[config.mk]
export PLATFORM = sky130hd
export DESIGN_NAME = uart_frame_transceiver_flat
export DESIGN_NICKNAME = d
export VERILOG_FILES = /design/src/rtl/uart_pkg.sv /design/src/rtl/uart_frame_transceiver_if.sv /design/src/rtl/uart_baud_counter.sv /design/src/rtl/uart_frame_transceiver.sv /design/src/flat_wrapper.sv
export SDC_FILE = /design/constraint.sdc
export NUM_CORES = 1
export LEC_CHECK = 0
export CAP_MARGIN = 10
export CORE_ASPECT_RATIO = 0.9
export CORE_MARGIN = 2
export CORE_UTILIZATION = 30
export CTS_BUF_LIST = sky130_fd_sc_hd__clkbuf_16
export DETAILED_ROUTE_END_ITERATION = 6
export PLACE_DENSITY = 0.54
export SYNTH_ARGS = -nofsm -noshare
export SYNTH_HDL_FRONTEND = slang
export SYNTH_SLANG_ARGS = --single-unit
export TNS_END_PERCENT = 1
[constraint.sdc]
create_clock -name clock -period 3.6 [get_ports clock]
set_input_delay 1.08 -clock clock [delete_from_list [all_inputs] [get_ports clock]]
set_output_delay 1.08 -clock clock [all_outputs]
set_load 0.01 [all_outputs]
[src/rtl/uart_pkg.sv]
// Shared types and helpers for the multi-byte UART frame link.
// Line levels, character geometry, FSM encodings and width helpers.
package uart_pkg;

  localparam logic LINE_IDLE     = 1'b1;
  localparam int   BITS_PER_CHAR = 10;
  localparam int   DATA_BITS     = BITS_PER_CHAR - 2;

  typedef enum logic [2:0] {
    RX_IDLE,
    RX_START,
    RX_DATA,
    RX_STOP,
    RX_BREAK
  } rx_state_e;

  typedef enum logic [2:0] {
    TX_IDLE,
    TX_START,
    TX_DATA,
    TX_STOP,
    TX_DONE
  } tx_state_e;

  function automatic int clog2(input int v);
    int r;
    r = 1;
    while ((1 << r) < v) r++;
    return r;
  endfunction

  function automatic int frame_w(input int n);
    return 8 * n;
  endfunction

endpackage

[src/rtl/uart_frame_transceiver_if.sv]
// Frame-level handshake between the UART link and its client logic.
// master = command decoder / sensor side, slave = the transceiver.
interface uart_frame_transceiver_if
  import uart_pkg::*;
#(
  parameter int FRAME_BYTES = 2
);
  logic [frame_w(FRAME_BYTES)-1:0] rxFrame;
  logic                            rxValid;
  logic                            rxError;
  logic [frame_w(FRAME_BYTES)-1:0] txFrame;
  logic                            txStart;
  logic                            txBusy;
  logic                            txDone;

  modport master (
    output txFrame, txStart,
    input  rxFrame, rxValid, rxError, txBusy, txDone
  );

  modport slave (
    input  txFrame, txStart,
    output rxFrame, rxValid, rxError, txBusy, txDone
  );
endinterface

[src/rtl/uart_baud_counter.sv]
// Bit-time down-counter: full or half-bit load, auto-reload, tick at zero.
// Ticks only while enabled and not being loaded this cycle.
module uart_baud_counter
  import uart_pkg::*;
#(
  parameter int CLKS = 4
) (
  input  logic clk_i,
  input  logic rst_ni,
  input  logic en_i,
  input  logic load_i,
  input  logic half_i,
  output logic tick_o
);
  localparam int CW = clog2(CLKS);

  logic [CW-1:0] cnt_q, cnt_d;

  always_comb begin
    cnt_d = cnt_q;
    if (load_i) begin
      cnt_d = CW'(CLKS - 1);
    end else if (half_i) begin
      cnt_d = CW'(CLKS / 2 - 1);
    end else if (en_i) begin
      cnt_d = (cnt_q == '0) ? CW'(CLKS - 1) : cnt_q - 1'b1;
    end
  end

  always_ff @(posedge clk_i) begin
    if (!rst_ni) cnt_q <= '0;
    else         cnt_q <= cnt_d;
  end

  assign tick_o = en_i && !load_i && !half_i && (cnt_q == '0);

endmodule

[src/rtl/uart_frame_transceiver.sv]
// Full-duplex 8N1 UART moving FRAME_BYTES-byte frames each way.
// Detects framing errors, false starts and inter-byte timeouts.
module uart_frame_transceiver
  import uart_pkg::*;
#(
  parameter int CLKS_PER_BIT = 5208,
  parameter int FRAME_BYTES  = 2,
  parameter int TIMEOUT_BITS = 20
) (
  input  logic                     clock,
  input  logic                     reset,
  input  logic                     rx,
  output logic                     tx,
  uart_frame_transceiver_if.slave  bus
);
  localparam int FW  = frame_w(FRAME_BYTES);
  localparam int IW  = clog2(FRAME_BYTES + 1);
  localparam int LIM = TIMEOUT_BITS * CLKS_PER_BIT;
  localparam int TW  = clog2(LIM);

  logic            s1_q, s2_q, rx_s;
  rx_state_e       rx_st_q, rx_st_d;
  logic [2:0]      rbit_q, rbit_d;
  logic [7:0]      sh_q, sh_d;
  logic [FW-1:0]   acc_q, acc_d;
  logic [FW-1:0]   rxf_q, rxf_d;
  logic [IW-1:0]   idx_q, idx_d;
  logic [TW-1:0]   to_q, to_d;
  logic            rval_q, rval_d;
  logic            rerr_q, rerr_d;
  logic            rx_half, rx_en, rx_tick;

  tx_state_e       tx_st_q, tx_st_d;
  logic [2:0]      tbit_q, tbit_d;
  logic [IW-1:0]   tbyte_q, tbyte_d;
  logic [FW-1:0]   tfr_q, tfr_d;
  logic            tx_q, tx_d;
  logic [7:0]      tcur;
  logic            tx_load, tx_en, tx_tick;

  assign rx_s  = s2_q;
  assign rx_en = rx_st_q inside {RX_START, RX_DATA, RX_STOP};
  assign tx_en = tx_st_q inside {TX_START, TX_DATA, TX_STOP};

  uart_baud_counter #(.CLKS(CLKS_PER_BIT)) u_rx_baud (
    .clk_i  (clock),
    .rst_ni (reset),
    .en_i   (rx_en),
    .load_i (1'b0),
    .half_i (rx_half),
    .tick_o (rx_tick)
  );

  uart_baud_counter #(.CLKS(CLKS_PER_BIT)) u_tx_baud (
    .clk_i  (clock),
    .rst_ni (reset),
    .en_i   (tx_en),
    .load_i (tx_load),
    .half_i (1'b0),
    .tick_o (tx_tick)
  );

  always_comb begin
    rx_st_d = rx_st_q;
    rbit_d  = rbit_q;
    sh_d    = sh_q;
    acc_d   = acc_q;
    rxf_d   = rxf_q;
    idx_d   = idx_q;
    to_d    = '0;
    rval_d  = 1'b0;
    rerr_d  = 1'b0;
    rx_half = 1'b0;
    unique case (rx_st_q)
      RX_IDLE: begin
        if (!rx_s) begin
          rx_st_d = RX_START;
          rx_half = 1'b1;
        end else if (idx_q != '0) begin
          // partial frame pending: abort if the next byte never starts
          if (to_q == TW'(LIM - 1)) begin
            rerr_d = 1'b1;
            idx_d  = '0;
          end else begin
            to_d = to_q + 1'b1;
          end
        end
      end
      RX_START: if (rx_tick) begin
        rx_st_d = rx_s ? RX_IDLE : RX_DATA;
        rbit_d  = '0;
      end
      RX_DATA: if (rx_tick) begin
        sh_d   = {rx_s, sh_q[7:1]};
        rbit_d = rbit_q + 3'd1;
        if (rbit_q == 3'(DATA_BITS - 1)) rx_st_d = RX_STOP;
      end
      RX_STOP: if (rx_tick) begin
        if (rx_s) begin
          acc_d   = (acc_q << 8) | FW'(sh_q);
          rx_st_d = RX_IDLE;
          if (idx_q == IW'(FRAME_BYTES - 1)) begin
            rxf_d  = acc_d;
            rval_d = 1'b1;
            idx_d  = '0;
          end else begin
            idx_d = idx_q + 1'b1;
          end
        end else begin
          rerr_d  = 1'b1;
          idx_d   = '0;
          rx_st_d = RX_BREAK;
        end
      end
      RX_BREAK: if (rx_s) rx_st_d = RX_IDLE;
      default: rx_st_d = RX_IDLE;
    endcase
  end

  always_ff @(posedge clock) begin
    if (!reset) begin
      s1_q    <= LINE_IDLE;
      s2_q    <= LINE_IDLE;
      rx_st_q <= RX_IDLE;
      rbit_q  <= '0;
      sh_q    <= '0;
      acc_q   <= '0;
      rxf_q   <= '0;
      idx_q   <= '0;
      to_q    <= '0;
      rval_q  <= 1'b0;
      rerr_q  <= 1'b0;
    end else begin
      s1_q    <= rx;
      s2_q    <= s1_q;
      rx_st_q <= rx_st_d;
      rbit_q  <= rbit_d;
      sh_q    <= sh_d;
      acc_q   <= acc_d;
      rxf_q   <= rxf_d;
      idx_q   <= idx_d;
      to_q    <= to_d;
      rval_q  <= rval_d;
      rerr_q  <= rerr_d;
    end
  end

  always_comb begin
    tx_st_d = tx_st_q;
    tbit_d  = tbit_q;
    tbyte_d = tbyte_q;
    tfr_d   = tfr_q;
    tx_load = 1'b0;
    tx_d    = LINE_IDLE;
    unique case (tx_st_q)
      TX_IDLE, TX_DONE: begin
        tx_st_d = TX_IDLE;
        if (bus.txStart) begin
          tx_st_d = TX_START;
          tx_load = 1'b1;
          tfr_d   = bus.txFrame;
          tbyte_d = '0;
        end
      end
      TX_START: if (tx_tick) begin
        tx_st_d = TX_DATA;
        tbit_d  = '0;
      end
      TX_DATA: if (tx_tick) begin
        tbit_d = tbit_q + 3'd1;
        if (tbit_q == 3'(DATA_BITS - 1)) tx_st_d = TX_STOP;
      end
      TX_STOP: if (tx_tick) begin
        if (tbyte_q == IW'(FRAME_BYTES - 1)) begin
          tx_st_d = TX_DONE;
        end else begin
          tx_st_d = TX_START;
          tbyte_d = tbyte_q + 1'b1;
          tfr_d   = tfr_q << 8;
        end
      end
      default: tx_st_d = TX_IDLE;
    endcase
    // line level registered from next state so tx never glitches
    tcur = tfr_d[FW-1 -: 8];
    if (tx_st_d == TX_START)     tx_d = 1'b0;
    else if (tx_st_d == TX_DATA) tx_d = tcur[tbit_d];
  end

  always_ff @(posedge clock) begin
    if (!reset) begin
      tx_st_q <= TX_IDLE;
      tbit_q  <= '0;
      tbyte_q <= '0;
      tfr_q   <= '0;
      tx_q    <= LINE_IDLE;
    end else begin
      tx_st_q <= tx_st_d;
      tbit_q  <= tbit_d;
      tbyte_q <= tbyte_d;
      tfr_q   <= tfr_d;
      tx_q    <= tx_d;
    end
  end

  assign tx          = tx_q;
  assign bus.rxFrame = rxf_q;
  assign bus.rxValid = rval_q;
  assign bus.rxError = rerr_q;
  assign bus.txBusy  = tx_en;
  assign bus.txDone  = (tx_st_q == TX_DONE);

endmodule

[src/flat_wrapper.sv]
// flat-port wrapper written by rule: the top's interface ports become plain ports
module uart_frame_transceiver_flat import uart_pkg::*;
#(
  parameter int CLKS_PER_BIT = 5208,
  parameter int FRAME_BYTES  = 2,
  parameter int TIMEOUT_BITS = 20
)
  (clock, reset, rx, tx, bus_txFrame, bus_txStart, bus_rxFrame, bus_rxValid, bus_rxError, bus_txBusy, bus_txDone);
  uart_frame_transceiver_if #(.FRAME_BYTES(FRAME_BYTES)) bus_i ();
  input  logic clock;
  input  logic reset;
  input  logic rx;
  output logic tx;
  input wire logic [$bits(bus_i.txFrame)-1:0] bus_txFrame;
  input wire logic [$bits(bus_i.txStart)-1:0] bus_txStart;
  output wire logic [$bits(bus_i.rxFrame)-1:0] bus_rxFrame;
  output wire logic [$bits(bus_i.rxValid)-1:0] bus_rxValid;
  output wire logic [$bits(bus_i.rxError)-1:0] bus_rxError;
  output wire logic [$bits(bus_i.txBusy)-1:0] bus_txBusy;
  output wire logic [$bits(bus_i.txDone)-1:0] bus_txDone;
  assign bus_i.txFrame = bus_txFrame;
  assign bus_i.txStart = bus_txStart;
  assign bus_rxFrame = bus_i.rxFrame;
  assign bus_rxValid = bus_i.rxValid;
  assign bus_rxError = bus_i.rxError;
  assign bus_txBusy = bus_i.txBusy;
  assign bus_txDone = bus_i.txDone;
  uart_frame_transceiver #(.CLKS_PER_BIT(CLKS_PER_BIT), .FRAME_BYTES(FRAME_BYTES), .TIMEOUT_BITS(TIMEOUT_BITS)) u_core (.clock(clock), .reset(reset), .rx(rx), .tx(tx), .bus(bus_i));
endmodule
Word level (Yosys, flattened, before mapping)

Cells that the tools add are included.

Reduce and logical (&&, ||, !) cells: 30
Magnitude comparators: 1
Add/subtract/negate cells: 7
Bitwise gates (word level): 5
Equal/unequal tests: 27
Multiplexer cells: 57

Operator list:

| cell                                                   | count |
|---|---|
| 2-to-1 mux 13 bit                                      | 4 |
| 2-to-1 mux 16 bit                                      | 3 |
| 2-to-1 mux 3 bit                                       | 16 |
| case mux 16 bit (2 select lines)                       | 1 |
| logical NOT 13 bit                                     | 2 |
| subtractor 13 x 1 -> 13 bit (second input constant)    | 2 |
| 2-to-1 mux 12 bit                                      | 2 |
| 2-to-1 mux 2 bit                                       | 10 |
| adder 17 x 1 -> 17 bit (second input constant)         | 1 |
| equality test 17 bit (second input constant)           | 1 |
| inequality test 2 x 1 -> 1 bit (second input constant) | 8 |
| OR 16 x 8 -> 16 bit                                    | 1 |
| equality test 3 x 2 -> 1 bit (second input constant)   | 5 |
| case mux 3 bit (5 select lines)                        | 1 |
| 2-to-1 mux 1 bit                                       | 13 |
| equality test 3 bit (second input constant)            | 4 |
| case mux 3 bit (2 select lines)                        | 2 |
| case mux 3 bit (4 select lines)                        | 1 |
| AND reduction 4 bit                                    | 3 |
| nonzero test 2 bit                                     | 6 |
| equality test 3 x 1 -> 1 bit (second input constant)   | 3 |
| inequality test 2 bit (second input constant)          | 4 |
| case mux 2 bit (2 select lines)                        | 2 |
| adder 3 x 1 -> 3 bit (second input constant)           | 2 |
| 16 further kinds                                       | 30 |

Output and inout bits: 21
Logic and storage cells: 148
Register bits after elaboration: 112

Logic depth before layout (Yosys ltp)

Gate-level depths: netlist of run 1.

Word-level depth: 12
Mapped depth: 13
Mapped depth without buffers: 13

Cells and area by module

Synthesis of run 1 repeated with hierarchy kept, for this count alone.

Cell total of the unflattened synthesis: 610
Area, all modules: 5225.0 um^2

By module, submodules not included:

| module                 | instances | cells an instance | area each (um^2) |
|---|---|---|---|
| uart_frame_transceiver | 1         | 420               | 3686.0 |
| uart_baud_counter      | 2         | 95                | 769.5 |

Least setup slack after synthesis of run 1

OpenSTA, ideal clock, no wires.

Path type: register to register
From: reg u_core.u_tx_baud.cnt_q[0]
To: reg u_core.tx_q (netlist: u_core.tx)
Required time: 3.469 ns
Period minus slack after synthesis: 3.028 ns
Setup slack: 0.572 ns
Library setup time: 0.131 ns
Stages on the path, launching flop included: 13
Data arrival time: 2.898 ns
Cell sequence: dfxtp_1 inv_1 ha_1 or4b_2 nor4_4 nand2_1 ha_1 nor3b_1 a31oi_1 o22ai_1 mux4_2 nor4bb_1 a211oi_2

Longest elaborated chain between the ends: 8
Elaborated cells between the ends (all ways): 17
Classes of those cells: 2 x eq/ne; 13 x mux; 2 x reduce/logical

RTL lines:

| what                                                                                | RTL line                      | RTL |
|---|---|---|
| start, declared                                                                     | uart_baud_counter.sv:17       | `logic [CW-1:0] cnt_q, cnt_d;` |
| start signal, assigned                                                              | uart_baud_counter.sv:32       | `else cnt_q <= cnt_d;` |
| logical NOT 13 bit (*)                                                              | uart_baud_counter.sv:35       | `assign tick_o = en_i && !load_i && !half_i && (cnt_q == '0);` |
| logical AND 1 bit (*)                                                               | uart_baud_counter.sv:35       |  |
| 2-to-1 mux 16 bit, or another cell as far along                                     | uart_frame_transceiver.sv:173 | `TX_STOP: if (tx_tick) begin` |
| case mux 16 bit (2 select lines) or case mux 3 bit (2 select lines) (tied branches) | uart_frame_transceiver.sv:155 | `unique case (tx_st_q)` |
| binary-select mux 1 bit (select 3 bit)                                              | uart_frame_transceiver.sv:187 | `else if (tx_st_d == TX_DATA) tx_d = tcur[tbit_d];` |
| 2-to-1 mux 1 bit (not written as such)                                              | uart_frame_transceiver.sv:187 |  |
| 2-to-1 mux 1 bit                                                                    | uart_frame_transceiver.sv:187 |  |
| 2-to-1 mux 1 bit (*)                                                                | uart_frame_transceiver.sv:186 | `if (tx_st_d == TX_START) tx_d = 1'b0;` |
| end signal, assigned                                                                | uart_frame_transceiver.sv:202 | `tx_q <= tx_d;` |
| end, declared                                                                       | uart_frame_transceiver.sv:37  | `logic tx_q, tx_d;` |

Mark *: on every way between the ends. The rest lies on a longest branch, timed or not. The select of a mux whose other input is x is not followed.
A chain may end at the register's enable or synchronous reset.

Worst setup path in the final report of run 1

Ends and elaborated chain as after synthesis.

==> results of run 1 <==
-- sequential cells by signal, summed over array words and instances, names as in the netlist, 3 cells and up --
name / count
u_core.rx_st_q: 3
u_core.acc_q: 8
u_core.tbit_q: 3
u_core.u_rx_baud.cnt_q: 13
u_core.sh_q: 8
u_core.bus.rxFrame: 16
u_core.tfr_q: 16
u_core.tx_st_q: 3
u_core.to_q: 17
u_core.u_tx_baud.cnt_q: 13
u_core.rbit_q: 3
-- cells in the mapped netlist (8+ instances only) --
library cell	instances
dfxtp_1	112
nand2_1	85
nor2_1	52
a21boi_1	33
clkbuf_1	30
a21oi_1	28
nand3_1	24
nor2b_1	20
inv_1	18
nor3_1	17
xnor2_1	15
o21a_1	12
xor2_1	11
and2_1	10
ha_1	10
mux2i_1	9
or3_1	9
and3_1	8
nand2b_1	8
-- routing by layer --
| metal | part of all wire, % | routed length [µm] |
|---|---|---|
| met1 | 51 | 5860 |
| met2 | 44 | 4980 |
| met3 | 3.4 | 392 |
| met4 | 1.3 | 151 |
| met5 | 0 | 0 |
-- power groups by stage --
stage	registers [mW]	logic [mW]	clock network (mW)
after floorplan	1.34	0.258	0
after global placement	1.35	0.336	0
after detailed placement	1.35	0.341	0
after CTS	1.32	0.344	0.975
after global routing	1.33	0.387	1.02
final	1.32	0.342	0.939
-- cell families (layout without fill, tap and decap cells) --
kind of cell               after synthesis  in the layout  synth area share [%]
xor gates and xnor gates                26             26                  4.43
DFF                                    112            112                  43.6
AOI/OAI and AO/OA                      124            124                  17.2
muxes                                   10             10                  2.19
and+or+nand+nor                        268            268                  26.2
adders and majority gates               10             10                  2.43
buffers and inverters                   51             87                  3.89
-- final timing paths --
check,from,to
max reg2reg,u_core.u_tx_baud.cnt_q[0]$_SDFFE_PN0P_,u_core.tx$_SDFF_PN1_
max,u_core.u_tx_baud.cnt_q[0]$_SDFFE_PN0P_,u_core.tx$_SDFF_PN1_
min reg2reg,u_core.s1_q$_SDFF_PN1_,u_core.rx_s$_SDFF_PN1_
min,u_core.s1_q$_SDFF_PN1_,u_core.rx_s$_SDFF_PN1_
-- critical path: cells and delay by family, from the launching register on --
kind | cells | cell delay (ps)
AND/OR/NAND/NOR | 5 | 1480
buffers and inverters | 1 | 110
flip-flops | 1 | 340
adder cells (fa/ha/maj) | 2 | 360
AO/OA/AOI/OAI | 3 | 460
multiplexers | 1 | 260
-- layout make-up --
class,count,area (µm²)
fill,1733,10800
multi-input combinational,438,2700
sequential,112,2240
timing repair buffer,53,493
tap,211,264
clock buffer,9,225
inverter,19,71.3
clock inverter,6,47.5
==> metrics.md, run 1 <==
| Metric | Value |
|---|---|
| Result of the run | finished clean |
| Width of the chip | 142 µm |
| Critical path endpoint category | register |
| Synthesized instance count | 601 |
| Portion of the clock cycle consumed by the worst path in the final layout | 86.5% |
| Placed inst area | 5770 µm² |
| Critical path's largest stage delay | 640 ps |
| GR met1 Demand/Resource | 17.7% |
| GR Layer Usage met3 | 3.40% |
| Half-perimeter wire length after detailed placement | 7930 µm |
| I/O pin count | just over 40 |
| CTS tree | yes |
| Highest achievable clock rate | approximately 0.32 GHz |
| Insertion delay of the later-clocked pin in the worst-skew pair | 360 ps |
| Post-detailed-route count of antenna-violating nets | 0 |
| Psw | 697 µW |
| Worst slew margin | 42.1% |
| Setup TNS | 0 ps |
| Commonest cells after routing, fill and taps aside | dfxtp_1, nand2_1, nor2_1, clkdlybuf4s50_1, a21boi_1 |
| CTS Buffer Depth | 2 |
| Number of global-route vias before repair | 4084 |
| Post-synth top area share | between 40% and 50% |
| Number of placement rows | 45 |
| Final Hold Fails | 0 |
| PwrDens | 431 nW/µm² |
| Share of synthesized registers carrying an async set or reset | 0% |
| Number of antenna violations at the first check in global routing | 0 |
| Flip-flop cell with the highest count after synthesis | dfxtp_1 |
| Cell count after placement | 833 |
| Vias/cell | about 4.9 |
| Cells traversed along the worst timing path | inv_1, ha_1, or4b_2, nor4_4, nand2_1, ha_1, nor3b_1, a31oi_1, o22ai_1, mux4_2, nor4bb_1, a211oi_2 |
| Internal power summed over all cells | 1.91 mW |
| Final Total Pwr | about 2.6 mW |
| Path type of the worst setup path | register to register |
| Share of power burned in registers | 50.8% |
| Cell repeated most along the worst path | ha_1 |
| First-pass iteration count of the detailed router | 4 |
| IR drop worst, VDD | 0.000271 V |
| Synth cell types | 60 |
| Global-route wire length before repair | 19400 µm |
| Antenna cell count | 0 |
| Worst setup margin | a little under 500 ps |
| Classification of the worst-slack hold path | register to register |
| Post-route design area | 6040 µm² |
| Final cell utilization of the core | 35.9% |
| Total nets after synthesis | ~630 |
| Worst Hold Path Cells | 1 |
| Count of instances resized after the clock tree is built | 0 |
| Period minus WS final | 3110 ps |
| Buffers on Ports | 40 |
| Gate power share | 13.1% |
| Die Area | 18200 µm² |
| Share of layout cells above drive strength 1 | 6.12% |
| Wire per inst | 13.4 µm |
| Post-route DRC violation count | 0 |
| Setup repair after global routing missed its margin | no |
| Final setup vio count | 0 |
| Core Box Area | between 15000 and 20000 µm² |
| Worst hold slack | 406 ps |
| Number of synthesized register bits | 112 |
| Leading cell type in the layout, fill and taps excluded | dfxtp_1 |
| Global placer's final weighted congestion | 0.777 |
| Overflow left after global routing | 0 |
| Yosys Warn Count | 0 |
| Total clock buffers created by CTS | 9 |
| Chip Height | roughly 130 µm |
| Number of cell instances on the worst register-to-register path | 12 |
| Total global routing track utilization | between 10% and 20% |
| Number of sinks handled by clock tree synthesis | roughly 110 |
| Met2 track demand over resource in global routing | 20.1% |
| Largest net degree at the start of global routing | 53 |
| Most used routing layer in global routing | met2 |
| Iteration-0 DRC Markers | 280 |
| Static Leakage | 2.15 nW |
| Via count | 4128 |
| Critical path's slowest cell | or4b_2 |
| Slack of the worst reg-to-reg path | 490 ps |
| Htree depth | 3 |
| Clock skew | 9.13 ps |
| Starting density of the core | 30.6% |
| Switching power as a share of total power | 26.7% |
| Number of nets at the end of the flow | 663 |
| Clock power frac | a little over a third |
| Total wire length after detailed routing | 11400 µm |
| Fraction of the yosys area taken by sequential cells | 43.6% |
| Number of flops mapped to enable cells by yosys | 0 |
| Number of maximum-capacitance constraint violations | 0 |
| Required time of the critical path | 3840 ps |
| Post-CTS Setup Inserts | 0 |
| Post-Place Setup Slack | 477 ps |
| Critical path fanouts, max | 4 |
| Cts hold-fix bufs | 0 |
| Nature of the critical path startpoint | register |
| Synthesis-to-layout area growth | 17.5% |
| Library cell used as clock root buffer | clkbuf_16 |
| Synth area leader | dfxtp_1 |
| Clock transition time at the flip-flop clock pins of the worst setup and hold paths | roughly 80 ps |
| Data arrival, critical path | 3360 ps |
| Final Max Tran Viols | 0 |
| Ranking of synthesized cells by area | dfxtp_1, nand2_1, a21boi_1 |
| Mean cell area of the mapped netlist | 8.56 µm² |
| Slew at the pin with the worst max-slew slack | 869 ps |
| Area of the mapped netlist | 5140 µm² |
| Filler-free cell count of the finished design | 848 |
No activity file was read; power rests on OpenSTA's default activity.
==> run 2, diff against run 1 <==
CORE_UTILIZATION = 58   (was 30)
PLACE_DENSITY = 0.86   (was 0.54)
==> run 2 against run 1 <==
Net effect: sequential share of layout area is 0.66 points higher; cell area is 1.7% lower; first-iteration DRC count is 23% lower; critical path depth stayed put; clock power is 4.4% higher; largest cell class unchanged.
==> metrics.md, run 2 (synthesized netlist as in run 1, its figures left out) <==
| Metric | Value |
|---|---|
| Result of the run | finished clean |
| Portion of the clock cycle consumed by the worst path in the final layout | 91.3% |
| Insertion delay of the later-clocked pin in the worst-skew pair | 350 ps |
| Post-detailed-route count of antenna-violating nets | 0 |
| Final Hold Fails | 0 |
| Total global routing track utilization | 23.4% |
| Clock skew | between 10 and 15 ps |
| Setup TNS | 0 ps |
| Required time of the critical path | 3830 ps |
| Starting density of the core | 59.8% |
| CTS Buffer Depth | 2 |
| Number of antenna violations at the first check in global routing | 0 |
| Wire per inst | 14.2 µm |
| Htree depth | 3 |
| Share of layout cells above drive strength 1 | 6.13% |
| Highest achievable clock rate | about 0.3 GHz |
| Global placer's final weighted congestion | 0.882 |
| Critical path endpoint category | register |
| Critical path fanouts, max | 4 |
| Width of the chip | 103 µm |
| Clock transition time at the flip-flop clock pins of the worst setup and hold paths | ~80 ps |
| Commonest cells after routing, fill and taps aside | dfxtp_1, nand2_1, nor2_1, clkdlybuf4s50_1, a21boi_1 |
| Via count | 4352 |
| Largest net degree at the start of global routing | between 40 and 50 |
| Launch instance of the worst min-delay path | u_core.s1_q$_SDFF_PN1_ |
| Worst Hold Path Cells | 1 |
| Number of nets at the end of the flow | roughly 660 |
| Data arrival, critical path | 3510 ps |
| Iteration-0 DRC Markers | roughly 220 |
| I/O pin count | about 40 |
| Buffers on Ports | 40 |
| Number of placement rows | 32 |
| Synthesis-to-layout area growth | 15.5% |
| Endpoint of the lowest-slack register-to-register path | u_core.tx$_SDFF_PN1_ |
| Number of sinks handled by clock tree synthesis | between 100 and 150 |
| Number of global-route vias before repair | 4048 |
| Number of maximum-capacitance constraint violations | 0 |
| Setup repair after global routing missed its margin | no |
| Period minus WS final | between 3000 and 4000 ps |
| Classification of the worst-slack hold path | register to register |
| Path type of the worst setup path | register to register |
| Global-route wire length before repair | around 18000 µm |
| Leading cell type in the layout, fill and taps excluded | dfxtp_1 |
| Die Area | 9640 µm² |
| Library cell used as clock root buffer | clkbuf_16 |
| Area of all sequential standard cells | between 2000 and 2500 µm² |
| Core Box Area | 8610 µm² |
| Overflow left after global routing | 0 |
| Chip Height | between 90 and 100 µm |
| Endpoint of the worst hold-timing path | u_core.rx_s$_SDFF_PN1_ |
| Count of instances resized after the clock tree is built | 0 |
| Total wire length after detailed routing | 10800 µm |
| Vias/cell | between 5 and 6 |
| Post-route DRC violation count | 0 |
| Post-Place Setup Slack | 437 ps |
| Half-perimeter wire length after detailed placement | 7370 µm |
| Worst slew margin | 55.5% |
| Final Max Tran Viols | 0 |
| Final Total Pwr | 2.65 mW |
| Count of fill cells added during filler insertion | ~670 |
| Number of flip-flops under the largest register name | 17 |
| First-pass iteration count of the detailed router | 6 |
| Number of cell instances on the worst register-to-register path | 12 |
| CTS tree | yes |
| PwrDens | 446 nW/µm² |
| Slew at the pin with the worst max-slew slack | 665 ps |
| Worst hold slack | 423 ps |
| Post-CTS Setup Inserts | 0 |
| Final setup vio count | 0 |
| Antenna cell count | 0 |
| Register bank with the most flops | u_core.to_q |
| Startpoint of the most critical register-to-register path | u_core.u_tx_baud.cnt_q[0]$_SDFFE_PN0P_ |
| Total clock buffers created by CTS | 9 |
| Area taken by multi-input logic gates | 2700 µm² |
| Slack of the worst reg-to-reg path | 310 ps |
| IR drop worst, VDD | 0.000311 V |
| Static Leakage | around 2.2 nW |
| Worst setup margin | 312 ps |
| Nature of the critical path startpoint | register |
| Cts hold-fix bufs | 0 |
==> run 2: cell count changes in the layout (fill, tap and decap cells not counted) <==
cell      delta
inv_6        -1
buf_4        -2
clkinv_2     +1
inv_1        -1
clkinv_8     +1
inv_8        +3
clkinv_4     -2
==> run 2: metal layers <==
| metal | global-route usage, % | up-vias | share of wire (%) |
|---|---|---|---|
| li1 | - | 2150 | - |
| met1 | 30.5 | 2053 | 46 |
| met3 | 5.68 | 17 | 5.1 |
| met4 | 7.89 | 0 | 1.8 |
| met5 | 0 | - | 0 |
| met2 | 38.0 | 132 | 48 |
==> run 2: how the worst max path moves through the flow <==
stage / startpoint / to / slack [ps] / cells past startpoint
final: u_core.u_tx_baud.cnt_q[0]$_SDFFE_PN0P_ / u_core.tx$_SDFF_PN1_ / 310 / 12
after global routing: u_core.u_tx_baud.cnt_q[0]$_SDFFE_PN0P_ / u_core.tx$_SDFF_PN1_ / 160 / 12
after CTS: u_core.u_tx_baud.cnt_q[0]$_SDFFE_PN0P_ / u_core.tx$_SDFF_PN1_ / 420 / 12
after detailed placement: u_core.u_tx_baud.cnt_q[0]$_SDFFE_PN0P_ / u_core.tx$_SDFF_PN1_ / 440 / 12
after global placement: bus_txStart / u_core.tx$_SDFF_PN1_ / 610 / 7
after floorplan: u_core.u_tx_baud.cnt_q[0]$_SDFFE_PN0P_ / u_core.tx$_SDFF_PN1_ / 570 / 12
==> run 2: stage by stage <==
stage / cells / util, % / cell area (µm²)
2_1_floorplan: 601 / - / 5140
3_3_place_gp: 739 / 65.5 / 5640
3_5_place_dp: 739 / 65.5 / 5640
4_1_cts: 755 / 69.0 / 5940
5_1_grt: 755 / 69.0 / 5940
6_report: 755 / 69.0 / 5940
==> run 2: cell type report <==
type | count | area share, %
multi-input cells | 438 | 45.5
inverters | 19 | 1.20
well taps | 119 | 2.51
flip-flops and latches | 112 | 37.8
clock inverters | 7 | 1.22
clock buffers | 9 | 3.79
repair buffers | 51 | 8.05
==> run 2: where the power goes <==
part | leakage [nW] | total (mW) | internal (mW) | switching, mW
registers | 0.910 | 1.33 | 1.29 | 0.0446
clock network | 0.148 | 0.980 | 0.492 | 0.488
logic | 1.10 | 0.342 | 0.152 | 0.189
==> run 2: worst max-delay path, cell delays in order (launching register included) <==
cell	delay [ps]
dfxtp_1	340
inv_1	110
ha_1	160
or4b_2	650
nor4_4	200
nand2_1	190
ha_1	230
nor3b_1	170
a31oi_1	80
o22ai_1	330
mux4_2	250
nor4bb_1	410
a211oi_2	60
